## src/rtl/uart_rx_pkt_ctrl.sv

```systemverilog
// Frames SYNC/ADDR/LEN/payload/CHK packets from the UART byte stream and replays verified payloads as register writes.
// All outputs registered (first write the cycle after the CHK strobe); no backpressure, so bytes arriving during WRITE are dropped.
module uart_rx_pkt_ctrl #(
  parameter logic [7:0] SYNC_BYTE    = 8'hA5,
  parameter int         MAX_LEN      = 16,
  parameter int         TIMEOUT_CLKS = 50000
) (
  input  logic       clk_50M,
  input  logic       rst,
  input  logic [7:0] i_data_byte,
  input  logic       i_data_avail,
  output logic       o_wr_en,
  output logic [7:0] o_wr_addr,
  output logic [7:0] o_wr_data,
  output logic       o_pkt_done,
  output logic       o_pkt_err,
  output logic [1:0] o_err_code,
  output logic       o_busy
);
  localparam int            IW        = (MAX_LEN > 1) ? $clog2(MAX_LEN) : 1;
  localparam int            TW        = $clog2(TIMEOUT_CLKS + 1);
  localparam logic [7:0]    MAX_LEN_B = 8'(MAX_LEN);
  localparam logic [TW-1:0] TMO_LAST  = TW'(TIMEOUT_CLKS - 1);

  typedef enum logic [2:0] {S_IDLE, S_ADDR, S_LEN, S_DATA, S_CHK, S_WRITE} state_t;
  state_t state, nxt_state;

  logic [7:0]    base_addr, pkt_len, idx, chk_acc;
  logic [TW-1:0] tmo_cnt;
  logic [7:0]    buf_mem [MAX_LEN];

  logic       counting, tmo_hit, len_bad, chk_ok, last_byte;
  logic [7:0] wr_k;
  logic       wr_en_d, done_d, err_d;
  logic [1:0] err_code_d;
  logic [7:0] wr_addr_d, wr_data_d;

  assign counting  = (state == S_ADDR) || (state == S_LEN) || (state == S_DATA) || (state == S_CHK);
  assign tmo_hit   = counting && !i_data_avail && (tmo_cnt == TMO_LAST);
  assign len_bad   = (i_data_byte == 8'd0) || (i_data_byte > MAX_LEN_B);
  assign chk_ok    = (i_data_byte == chk_acc);
  assign last_byte = (idx == pkt_len - 8'd1);
  // The first write is launched from CHK; later ones walk idx through WRITE.
  assign wr_k      = (state == S_WRITE) ? idx : 8'd0;

  always_ff @(posedge clk_50M) begin
    if (rst) begin
      state      <= S_IDLE;
      o_wr_en    <= 1'b0;
      o_wr_addr  <= 8'd0;
      o_wr_data  <= 8'd0;
      o_pkt_done <= 1'b0;
      o_pkt_err  <= 1'b0;
      o_err_code <= 2'd0;
      o_busy     <= 1'b0;
    end else begin
      state      <= nxt_state;
      o_wr_en    <= wr_en_d;
      o_wr_addr  <= wr_addr_d;
      o_wr_data  <= wr_data_d;
      o_pkt_done <= done_d;
      o_pkt_err  <= err_d;
      o_err_code <= err_code_d;
      o_busy     <= (nxt_state != S_IDLE);
    end
  end

  always_comb begin
    nxt_state = state;
    if (tmo_hit) begin
      nxt_state = S_IDLE;
    end else begin
      case (state)
        S_IDLE:  if (i_data_avail && i_data_byte == SYNC_BYTE) nxt_state = S_ADDR;
        S_ADDR:  if (i_data_avail) nxt_state = S_LEN;
        S_LEN:   if (i_data_avail) nxt_state = len_bad ? S_IDLE : S_DATA;
        S_DATA:  if (i_data_avail && last_byte) nxt_state = S_CHK;
        S_CHK:   if (i_data_avail) nxt_state = chk_ok ? S_WRITE : S_IDLE;
        S_WRITE: if (idx == pkt_len) nxt_state = S_IDLE;
        default: nxt_state = S_IDLE;
      endcase
    end
  end

  always_comb begin
    wr_en_d    = 1'b0;
    wr_addr_d  = o_wr_addr;
    wr_data_d  = o_wr_data;
    done_d     = 1'b0;
    err_d      = 1'b0;
    err_code_d = o_err_code;
    if (tmo_hit) begin
      err_d      = 1'b1;
      err_code_d = 2'd3;
    end else if ((state == S_LEN) && i_data_avail && len_bad) begin
      err_d      = 1'b1;
      err_code_d = 2'd1;
    end else if ((state == S_CHK) && i_data_avail && !chk_ok) begin
      err_d      = 1'b1;
      err_code_d = 2'd2;
    end else if (((state == S_CHK) && i_data_avail) || ((state == S_WRITE) && (idx != pkt_len))) begin
      wr_en_d   = 1'b1;
      wr_addr_d = base_addr + wr_k;
      wr_data_d = buf_mem[wr_k[IW-1:0]];
      done_d    = (wr_k == pkt_len - 8'd1);
    end
  end

  always_ff @(posedge clk_50M) begin
    if (rst) begin
      base_addr <= 8'd0;
      pkt_len   <= 8'd0;
      idx       <= 8'd0;
      chk_acc   <= 8'd0;
      tmo_cnt   <= '0;
    end else begin
      // Counts cycles since the last strobe, so a strobe cycle itself is count zero.
      if (i_data_avail)  tmo_cnt <= TW'(1);
      else if (counting) tmo_cnt <= tmo_cnt + TW'(1);
      else               tmo_cnt <= '0;
      case (state)
        S_ADDR: if (i_data_avail) begin
          base_addr <= i_data_byte;
          chk_acc   <= i_data_byte;
        end
        S_LEN: if (i_data_avail) begin
          pkt_len <= i_data_byte;
          chk_acc <= chk_acc ^ i_data_byte;
          idx     <= 8'd0;
        end
        S_DATA: if (i_data_avail) begin
          idx     <= idx + 8'd1;
          chk_acc <= chk_acc ^ i_data_byte;
        end
        S_CHK:   if (i_data_avail) idx <= 8'd1;
        S_WRITE: idx <= idx + 8'd1;
        default: ;
      endcase
    end
  end

  always_ff @(posedge clk_50M) begin
    if ((state == S_DATA) && i_data_avail) buf_mem[idx[IW-1:0]] <= i_data_byte;
  end
endmodule

```

## config.mk

```make
export PLATFORM = sky130hd
export DESIGN_NAME = uart_rx_pkt_ctrl
export DESIGN_NICKNAME = d
export VERILOG_FILES = /design/src/rtl/uart_rx_pkt_ctrl.sv
export SDC_FILE = /design/constraint.sdc
export NUM_CORES = 1
export LEC_CHECK = 0
export ABC_AREA = 0
export CELL_PAD_IN_SITES_DETAIL_PLACEMENT = 1
export CELL_PAD_IN_SITES_GLOBAL_PLACEMENT = 1
export CORE_ASPECT_RATIO = 0.8
export CORE_MARGIN = 4
export CORE_UTILIZATION = 50
export DETAILED_ROUTE_END_ITERATION = 10
export PLACE_DENSITY = 0.85
export RECOVER_POWER = 25
export SLEW_MARGIN = 20
export SYNTH_ARGS = -nofsm -noshare
export SYNTH_HDL_FRONTEND = slang
export SYNTH_SLANG_ARGS = --single-unit
```

## constraint.sdc

```tcl
create_clock -name clk_50M -period 3.3 [get_ports clk_50M]
set_clock_uncertainty 0.15 [all_clocks]
set_input_delay 0.66 -clock clk_50M [delete_from_list [all_inputs] [get_ports clk_50M]]
set_output_delay 0.66 -clock clk_50M [all_outputs]
set_load 0.05 [all_outputs]
```

==> impl_metrics.py, run 1 <==
metrics = {
    "outcome": {
        "status": "finished, final reports clean",
    },
    "worst_setup_path": {
        "cp.arrival_ns": 3.31,
        "critPathLaunchType": "register",
        "required_ns": 3.50,
        "worst_path_max_delay_cell": "dfxtp_1",
        "cp_max_fo": 8,
        "worstPathCellList": "inv_1 > ha_1 > xnor2_1 > xnor2_1 > o32ai_1 > a32oi_1 > or4_1 > a2111oi_0",
        "path_class": "reg -> reg",
        "rr_startpoint": "pkt_len[0]",
        "cp-end-kind": "register",
        "cp_common_cell": "xnor2_1",
        "timing.critical_path.slowest_cell_delay_ns": 0.55,
        "rr_worst_depth": 8,
        "rrSetupSlack_ns": 0.19,
        "r2r-end": "o_pkt_done",
    },
    "pwr": {
        "pwr-share-comb": 0.019,
        "clock_power_share": 0.474,
        "power.switching_mw": 1.06,
        "p_total_mw": 5.27,
        "power_frac_seq": 0.507,
        "ir_worst_vdd_uv": 481,
        "p_int_mw": 4.21,
        "p_per_area_mw_per_mm2": 498,
        "leakagePower_nw": 3.65,
        "p_sw_frac": 0.202,
    },
    "synthesis": {
        "synth_edf_count": 128,
        "synthFlopType": "edfxtp_1",
        "netlist_instances": 790,
        "avgSynthCellArea_um2": 11.4,
        "ys_ff_latch": 201,
        "syn-cell-area_mm2": 0.00902,
        "yosys.cell_count.top_type": "edfxtp_1",
        "ys_warn_count": 0,
        "yosysUniqueCellTypes": 60,
        "synth_top_area_frac": 0.426,
        "synth-seq-area-share": 0.588,
        "synthArstFlopShare": 0,
        "synth_common_cells": "edfxtp_1 (128), nand2_1 (100), nor2_1 (75)",
        "synth_area_leaders": "edfxtp_1 (43%), dfxtp_1 (16%), mux2i_1 (6.0%)",
        "yosys.area.top_type": "edfxtp_1",
        "synth_nets": 815,
    },
    "floorplan": {
        "die-area_mm2": 0.0203,
        "core_area_mm2": 0.0175,
        "rows": 43,
        "initial_core_util": 0.514,
        "ioPinCount": 33,
        "die_y_um": 128,
        "chipWidth_um": 158,
    },
    "timing": {
        "max-slew-margin-rel": 0.272,
        "period_minus_slack_ns": 3.11,
        "hold_slack_ns": 0.322,
        "setup_viol": 0,
        "finalCritPeriodShare": 0.943,
        "rsz0062_at_grt": "no",
        "final_hold_viol_count": 0,
        "worst_slew_pin_slew_ns": 1.09,
        "drv_slew": 0,
        "fin_tns_setup_ns": 0,
        "fmax_mhz": 321,
        "layout_setup_ws_ns": 0.188,
    },
    "grt": {
        "grt_max_degree": 46,
        "grt_pass1_wl_um": 43600,
        "grt_pass1_vias": 7277,
        "grt_usage": 0.281,
        "overflow": 0,
        "antenna_found_initial": 1,
    },
    "routing": {
        "wl_per_cell_um": 25.8,
        "drc_errors": 0,
        "drt_pass1_iterations": 6,
        "drt-total-wl_um": 28400,
        "final_antenna_net_count": 0,
        "drt_iter0_drc": 736,
        "via_count": 6869,
        "post_drt_via_cell_ratio": 6.26,
    },
    "placement": {
        "post-place-ws_ns": -0.413,
        "io_buffer_count": 32,
        "hpwl_um": 18300,
        "placed_area_mm2": 0.00984,
        "gp_congestion": 0.905,
        "placed_cells_incl_taps": 1057,
    },
    "clock_tree": {
        "numCtsBuffers": 21,
        "numClockSinks": 201,
        "cts_tree": "built",
        "cts_buffer_depth": 3,
        "path_clk_slew_ns": 0.06,
        "cts-root-buf": "clkbuf_16",
        "htree_levels": 1,
        "clk_latency_ns": 0.50,
    },
    "worst_hold_path": {
        "hold_depth": 2,
        "hold_path_end": "base_addr[6]",
        "hold_path.class": "reg -> reg",
        "min_from": "base_addr[6]",
    },
    "cells_and_area": {
        "final_area_mm2": 0.0106,
        "nNetsFinal": 882,
        "finish.utilization": 0.603,
        "layout-drive-gt1-share": 0.116,
        "area_growth_syn_to_layout_pct": 17.3,
        "final_cells": 1097,
    },
    "flow_run": {
        "max_cap_viol_count": 0,
    },
}
## state kept, by name, indices dropped and copies added, names as in the netlist, 2 cells and up
register	count
o_wr_addr	8
o_wr_data	8
base_addr	8
buf_mem	128
idx	8
o_err_code	2
pkt_len	8
tmo_cnt	16
state	3
chk_acc	8
## final cells by class
| type | count | area [um2] |
|---|---|---|
| fill | 1792 | 6960 |
| sequential | 201 | 5310 |
| multi-input combinational | 527 | 3450 |
| timing repair buffer | 87 | 738 |
| clock buffer | 31 | 644 |
| tap | 225 | 282 |
| clock inverter | 6 | 86.3 |
| inverter | 19 | 71.3 |
| antenna | 1 | 2.50 |
## layout by cell type (no fill, tap or decap), types with 12 or more instances in the layout
master	netlist	final
nand2_1	100	100
buf_4	1	52
ha_1	13	13
xnor2_1	30	30
a21oi_1	48	48
clkbuf_16	0	22
dfxtp_1	73	72
mux2i_1	54	54
nor2_1	75	75
o21ai_0	12	12
edfxtp_1	128	128
nor3_1	17	17
xor2_1	30	30
clkdlybuf4s50_1	0	25
inv_1	18	18
## what timing repair did
action                     CTS  global route
setup endpoints to repair    0             3
hold buffers                 0             0
setup buffers                0             2
resized for setup            0             0
hold endpoints to repair     0             0
## logic make-up after synthesis
group	count (synthesis)	synth area share
mux	63	0.0712
fa+ha+maj	14	0.0203
compound gates	129	0.0987
simple gates	261	0.134
buf+inv	62	0.0296
flops	201	0.588
xor+xnor	60	0.0583
## worst max-delay path: cells and delay by family (launching register included)
kind            cells  cell delay (ns)
flops               1             0.55
compound gates      3             0.83
fa+ha+maj           1             0.34
xor+xnor            2             0.48
simple gates        1             0.46
buf+inv             1             0.16
## power by group through the flow
stage / registers, mW / logic, mW / clock network [mW]
finish: 2.67 / 0.101 / 2.50
global route: 2.67 / 0.108 / 2.62
CTS: 2.67 / 0.102 / 2.50
detailed placement: 2.72 / 0.100 / 0
global placement: 2.72 / 0.0926 / 0
floorplan: 2.73 / 0.0227 / 0
## metal layers
layer	wire, um	global-route usage	up-vias
met5	0	0	-
met4	755	0.0757	0
met3	2360	0.0624	59
met2	13700	0.466	320
met1	11600	0.377	3480
li1	-	-	3010
## how the worst max path moves through the flow
| stage | startpoint | slack (ns) | to | cells after the start |
|---|---|---|---|---|
| floorplan | state[0] | 0.38 | o_wr_addr[6] | 14 |
| CTS | i_data_byte[2] | 0.09 | o_pkt_done | 8 |
| finish | pkt_len[0] | 0.19 | o_pkt_done | 8 |
| global placement | i_data_byte[0] | -0.18 | o_wr_data[5] | 9 |
| detailed placement | i_data_byte[2] | -0.41 | o_pkt_done | 8 |
| global route | pkt_len[0] | 0.005 | o_pkt_done | 8 |
No activity file was read; power rests on OpenSTA's default activity.
==> run 2, diff against run 1 <==
- CORE_UTILIZATION: 50 -> 53
- PLACE_DENSITY: 0.85 -> 0.89
- TNS_END_PERCENT: default -> 50
- clock period: 3.3 -> 3.64 ns (I/O delays scaled with it)
==> impl_metrics.py, run 2 (synthesized netlist as in run 1, its figures left out) <==
metrics = {
    "pwr": {
        "p_per_area_mw_per_mm2": 455,
        "clock_power_share": 0.472,
        "p_sw_frac": 0.209,
        "ir_worst_vdd_uv": 254,
        "power_frac_seq": 0.510,
        "leakagePower_nw": 3.57,
        "p_int_mw": 3.76,
        "pwr-share-comb": 0.018,
        "power.switching_mw": 0.993,
    },
    "placement": {
        "post-place-ws_ns": 0.0873,
        "hpwl_um": 18900,
        "gp_congestion": 0.881,
        "io_buffer_count": 32,
    },
    "clock_tree": {
        "cts_tree": "built",
        "numClockSinks": 201,
        "cts-root-buf": "clkbuf_16",
        "htree_levels": 1,
        "cts-resized-gates": 0,
        "cts_setup_buffers": 0,
        "numCtsBuffers": 21,
        "cts_hold_buf": 0,
        "clk_latency_ns": 0.50,
        "cts_buffer_depth": 3,
        "path_clk_slew_ns": 0.06,
    },
    "cells_and_area": {
        "largest_reg_flops": 128,
        "area_growth_syn_to_layout_pct": 15.9,
        "antennaDiodeCount": 0,
        "layout-drive-gt1-share": 0.101,
        "layout_commonest_cell": "edfxtp_1",
        "final_cell_mix": "edfxtp_1 (128), nand2_1 (100), nor2_1 (75)",
        "nNetsFinal": 869,
    },
    "flow_run": {
        "max_cap_viol_count": 0,
    },
    "grt": {
        "grt_pass1_vias": 7336,
        "grt_max_degree": 32,
        "overflow": 0,
        "grt_util_met1": 0.388,
        "grt_usage": 0.297,
        "gr-max-usage-layer": "met2",
        "gr-usage-met3": 0.0757,
        "antenna_found_initial": 1,
        "use_met2": 0.484,
        "grt_pass1_wl_um": 44000,
    },
    "timing": {
        "drv_slew": 0,
        "final_hold_viol_count": 0,
        "period_minus_slack_ns": 3.26,
        "layout_setup_ws_ns": 0.380,
        "fin_tns_setup_ns": 0,
        "max-slew-margin-rel": 0.209,
        "setup_viol": 0,
        "fmax_mhz": 307,
        "worst_slew_pin_slew_ns": 1.19,
        "rsz0062_at_grt": "no",
        "finalCritPeriodShare": 0.896,
    },
    "worst_setup_path": {
        "path_class": "in -> reg",
        "required_ns": 3.92,
        "cp-end-kind": "register",
        "worst_path_max_delay_cell": "clkbuf_1",
        "worstPathCellList": "dlygate4sd3_1 > clkbuf_1 > nand4b_1 > nor4_1 > a21oi_1 > o311ai_0 > nor2_1 > a31oi_1",
        "cp.arrival_ns": 3.54,
        "critPathLaunchType": "primary input",
        "timing.critical_path.slowest_cell_delay_ns": 0.86,
        "cp_max_fo": 18,
    },
    "floorplan": {
        "chipWidth_um": 154,
        "initial_core_util": 0.543,
        "ioPinCount": 33,
        "die-area_mm2": 0.0192,
        "rows": 42,
        "die_y_um": 125,
        "core_area_mm2": 0.0166,
    },
    "routing": {
        "drt_pass1_iterations": 5,
        "drc_errors": 0,
        "drt-total-wl_um": 28700,
        "wl_per_cell_um": 26.6,
        "final_antenna_net_count": 0,
        "post_drt_via_cell_ratio": 6.42,
        "drt_iter0_drc": 665,
        "via_count": 6925,
    },
    "worst_hold_path": {
        "hold_path.class": "reg -> reg",
    },
    "outcome": {
        "status": "finished, final reports clean",
    },
}
[run 2: through the flow]
| stage | area [um2] | hold WS, ns | total power, mW | utilization | cells |
|---|---|---|---|---|---|
| 3_5_place_dp | 9750 | 0.314 | 2.56 | 0.587 | 1041 |
| 6_report | 10400 | 0.328 | 4.75 | 0.629 | 1079 |
| 3_3_place_gp | 9750 | 0.300 | 2.55 | 0.587 | 1041 |
| 5_1_grt | 10400 | 0.350 | 4.87 | 0.629 | 1079 |
| 2_1_floorplan | 9020 | 0.291 | 2.49 | - | 790 |
| 4_1_cts | 10500 | 0.327 | 4.76 | 0.630 | 1079 |
[run 2: path summary, 6_finish.rpt]
kind,slack [ns],endpoint,startpoint,depth (start not counted)
setup reg to reg,0.57,o_wr_addr[6],state[0],10
setup / recovery,0.38,o_busy,i_data_byte[2],8
hold reg to reg,0.33,base_addr[4],base_addr[4],2
hold / removal,0.33,base_addr[4],base_addr[4],2
[run 2: final cells by class]
class                           count  area (um2)
Tap cell                          220         275
Sequential cell                   201        5310
Timing Repair Buffer               74         633
Multi-Input combinational cell    527        3450
Inverter                           19        71.3
Fill cell                        1690        6160
Clock inverter                     10         113
Clock buffer                       28         603
[run 2: worst max-delay path, delay by kind of cell]
| family | cells | cell delay, ns |
|---|---|---|
| buffers and inverters | 2 | 1.55 |
| and+or+nand+nor | 3 | 0.66 |
| AOI/OAI and AO/OA | 3 | 0.61 |
[run 2: layer usage]
layer  up-vias  share of wire
met1      3476           0.39
met4         0          0.036
met3        77          0.092
met2       389           0.48
li1       2983              -
met5         -              0
[run 2: power by group through the flow]
stage / clock [mW] / combinational (mW) / sequential [mW]
4_1_cts: 2.25 / 0.0889 / 2.42
3_3_place_gp: 0 / 0.0820 / 2.47
3_5_place_dp: 0 / 0.0869 / 2.47
2_1_floorplan: 0 / 0.0206 / 2.47
5_1_grt: 2.36 / 0.0925 / 2.42
6_report: 2.24 / 0.0868 / 2.42
==> run 3, diff against run 2 <==
- CORE_UTILIZATION: 53 -> 50
- PLACE_DENSITY: 0.89 -> 0.85
- clock period: 3.64 -> 3.07 ns (I/O delays scaled with it)
==> impl_metrics.py, run 3 (synthesized netlist as in run 1, its figures left out) <==
metrics = {
    "outcome": {
        "status": "finished, final reports clean",
    },
    "grt": {
        "grt_pass1_wl_um": 42200,
        "overflow": 0,
        "grt_max_degree": 46,
        "antenna_found_initial": 1,
        "grt_usage": 0.272,
        "grt_pass1_vias": 7209,
    },
    "pwr": {
        "p_per_area_mw_per_mm2": 511,
        "ir_worst_vdd_uv": 536,
        "leakagePower_nw": 3.65,
    },
    "cells_and_area": {
        "final_cell_mix": "edfxtp_1 (128), nand2_1 (100), nor2_1 (75)",
        "largest_reg_flops": 128,
        "area_growth_syn_to_layout_pct": 17.0,
        "final_area_mm2": 0.0106,
        "layout_commonest_cell": "edfxtp_1",
        "nNetsFinal": 890,
        "layout-drive-gt1-share": 0.117,
        "antennaDiodeCount": 0,
    },
    "floorplan": {
        "rows": 43,
        "core_area_mm2": 0.0175,
        "chipWidth_um": 158,
        "ioPinCount": 33,
        "die_y_um": 128,
        "initial_core_util": 0.514,
        "die-area_mm2": 0.0203,
    },
    "routing": {
        "wl_per_cell_um": 24.8,
        "drt_pass1_iterations": 5,
        "drc_errors": 0,
        "drt-total-wl_um": 27400,
        "via_count": 6784,
        "post_drt_via_cell_ratio": 6.15,
        "drt_iter0_drc": 703,
        "final_antenna_net_count": 0,
    },
    "placement": {
        "hpwl_um": 18700,
        "gp_congestion": 0.879,
        "placed_area_mm2": 0.00991,
        "post-place-ws_ns": -0.312,
        "io_buffer_count": 32,
    },
    "clock_tree": {
        "cts_buffer_depth": 3,
        "numClockSinks": 201,
        "path_clk_slew_ns": 0.06,
        "clk_latency_ns": 0.49,
        "htree_levels": 1,
        "cts-root-buf": "clkbuf_16",
        "cts_tree": "built",
        "cts_setup_buffers": 0,
        "cts-resized-gates": 0,
        "cts_hold_buf": 0,
        "numCtsBuffers": 21,
    },
    "worst_setup_path": {
        "critPathLaunchType": "primary input",
        "cp-end-kind": "register",
        "rr_worst_depth": 8,
        "rrSetupSlack_ns": 0.23,
        "r2r-end": "o_pkt_done",
        "rr_startpoint": "pkt_len[1]",
        "cp.arrival_ns": 3.19,
        "required_ns": 3.30,
        "path_class": "in -> reg",
        "cp_max_fo": 3,
    },
    "worst_hold_path": {
        "min_from": "base_addr[3]",
        "hold_path_end": "base_addr[3]",
        "hold_depth": 2,
        "hold_path.class": "reg -> reg",
    },
    "timing": {
        "finalCritPeriodShare": 0.964,
        "final_hold_viol_count": 0,
        "max-slew-margin-rel": 0.249,
        "rsz0062_at_grt": "no",
        "drv_slew": 0,
        "fmax_mhz": 338,
        "period_minus_slack_ns": 2.96,
        "setup_viol": 0,
        "layout_setup_ws_ns": 0.110,
        "worst_slew_pin_slew_ns": 1.13,
    },
    "flow_run": {
        "max_cap_viol_count": 0,
    },
}
run 3: cell count changes in the layout (fill, tap and decap cells not counted), sizes merged, moves of 2 or more:
| cell | before | now |
|---|---|---|
| clkdlybuf4s50 | 26 | 29 |
| buf | 38 | 61 |
| dlygate4sd3 | 6 | 3 |
| inv | 20 | 18 |
| clkbuf | 32 | 29 |
| clkinv | 5 | 8 |
run 3: power breakdown:
| part | total [mW] | internal [mW] | switching (mW) | leakage, nW |
|---|---|---|---|---|
| Sequential | 2.87 | 2.87 | 0.000779 | 1.74 |
| Combinational | 0.110 | 0.0314 | 0.0785 | 1.60 |
| Clock | 2.41 | 1.40 | 1.01 | 0.311 |
| Total | 5.39 | 4.30 | 1.09 | 3.65 |
run 3: how the worst max path moves through the flow:
stage | startpoint | to | slack [ns] | cells after the start
floorplan | state[0] | o_wr_addr[6] | 0.15 | 14
CTS | i_data_byte[0] | o_wr_addr[6] | 0.13 | 9
detailed placement | i_data_byte[0] | o_wr_addr[6] | -0.31 | 9
global placement | i_data_byte[0] | o_wr_data[2] | -0.07 | 10
global route | i_data_byte[0] | o_wr_data[4] | 0.02 | 10
finish | i_data_byte[6] | o_wr_addr[6] | 0.11 | 9
run 3: cell type report:
class | instances | area [um2]
clock buffers | 27 | 578
clock inverters | 9 | 65.1
fillers | 1796 | 6990
inverters | 19 | 71.3
multi-input cells | 527 | 3450
flip-flops and latches | 201 | 5310
well taps | 225 | 282
repair buffers | 95 | 798
run 3: worst max-delay path: stages:
cell and delay (ns):
clkdlybuf4s50_1 0.51, xor2_1 0.19, nor4_1 0.44, a211oi_1 0.24, a2111oi_4 0.42, buf_4 0.24
nand2_1 0.09, buf_4 0.16, o32ai_1 0.27
run 3: metrics by stage:
step | setup TNS [ns] | std cells | power, mW | hold WS [ns] | utilization
finish | 0 | 1103 | 5.39 | 0.315 | 0.602
global route | 0 | 1103 | 5.55 | 0.335 | 0.602
floorplan | 0 | 790 | 2.95 | 0.291 | -
detailed placement | -3.83 | 1067 | 3.04 | 0.305 | 0.565
global placement | -0.898 | 1067 | 3.03 | 0.299 | 0.565
CTS | 0 | 1103 | 5.42 | 0.314 | 0.602
run 3: per-layer routing:
layer,global-route usage,part of all wire
met5,0,0
met4,0.0717,0.025
met3,0.0402,0.067
met2,0.454,0.49
met1,0.374,0.42
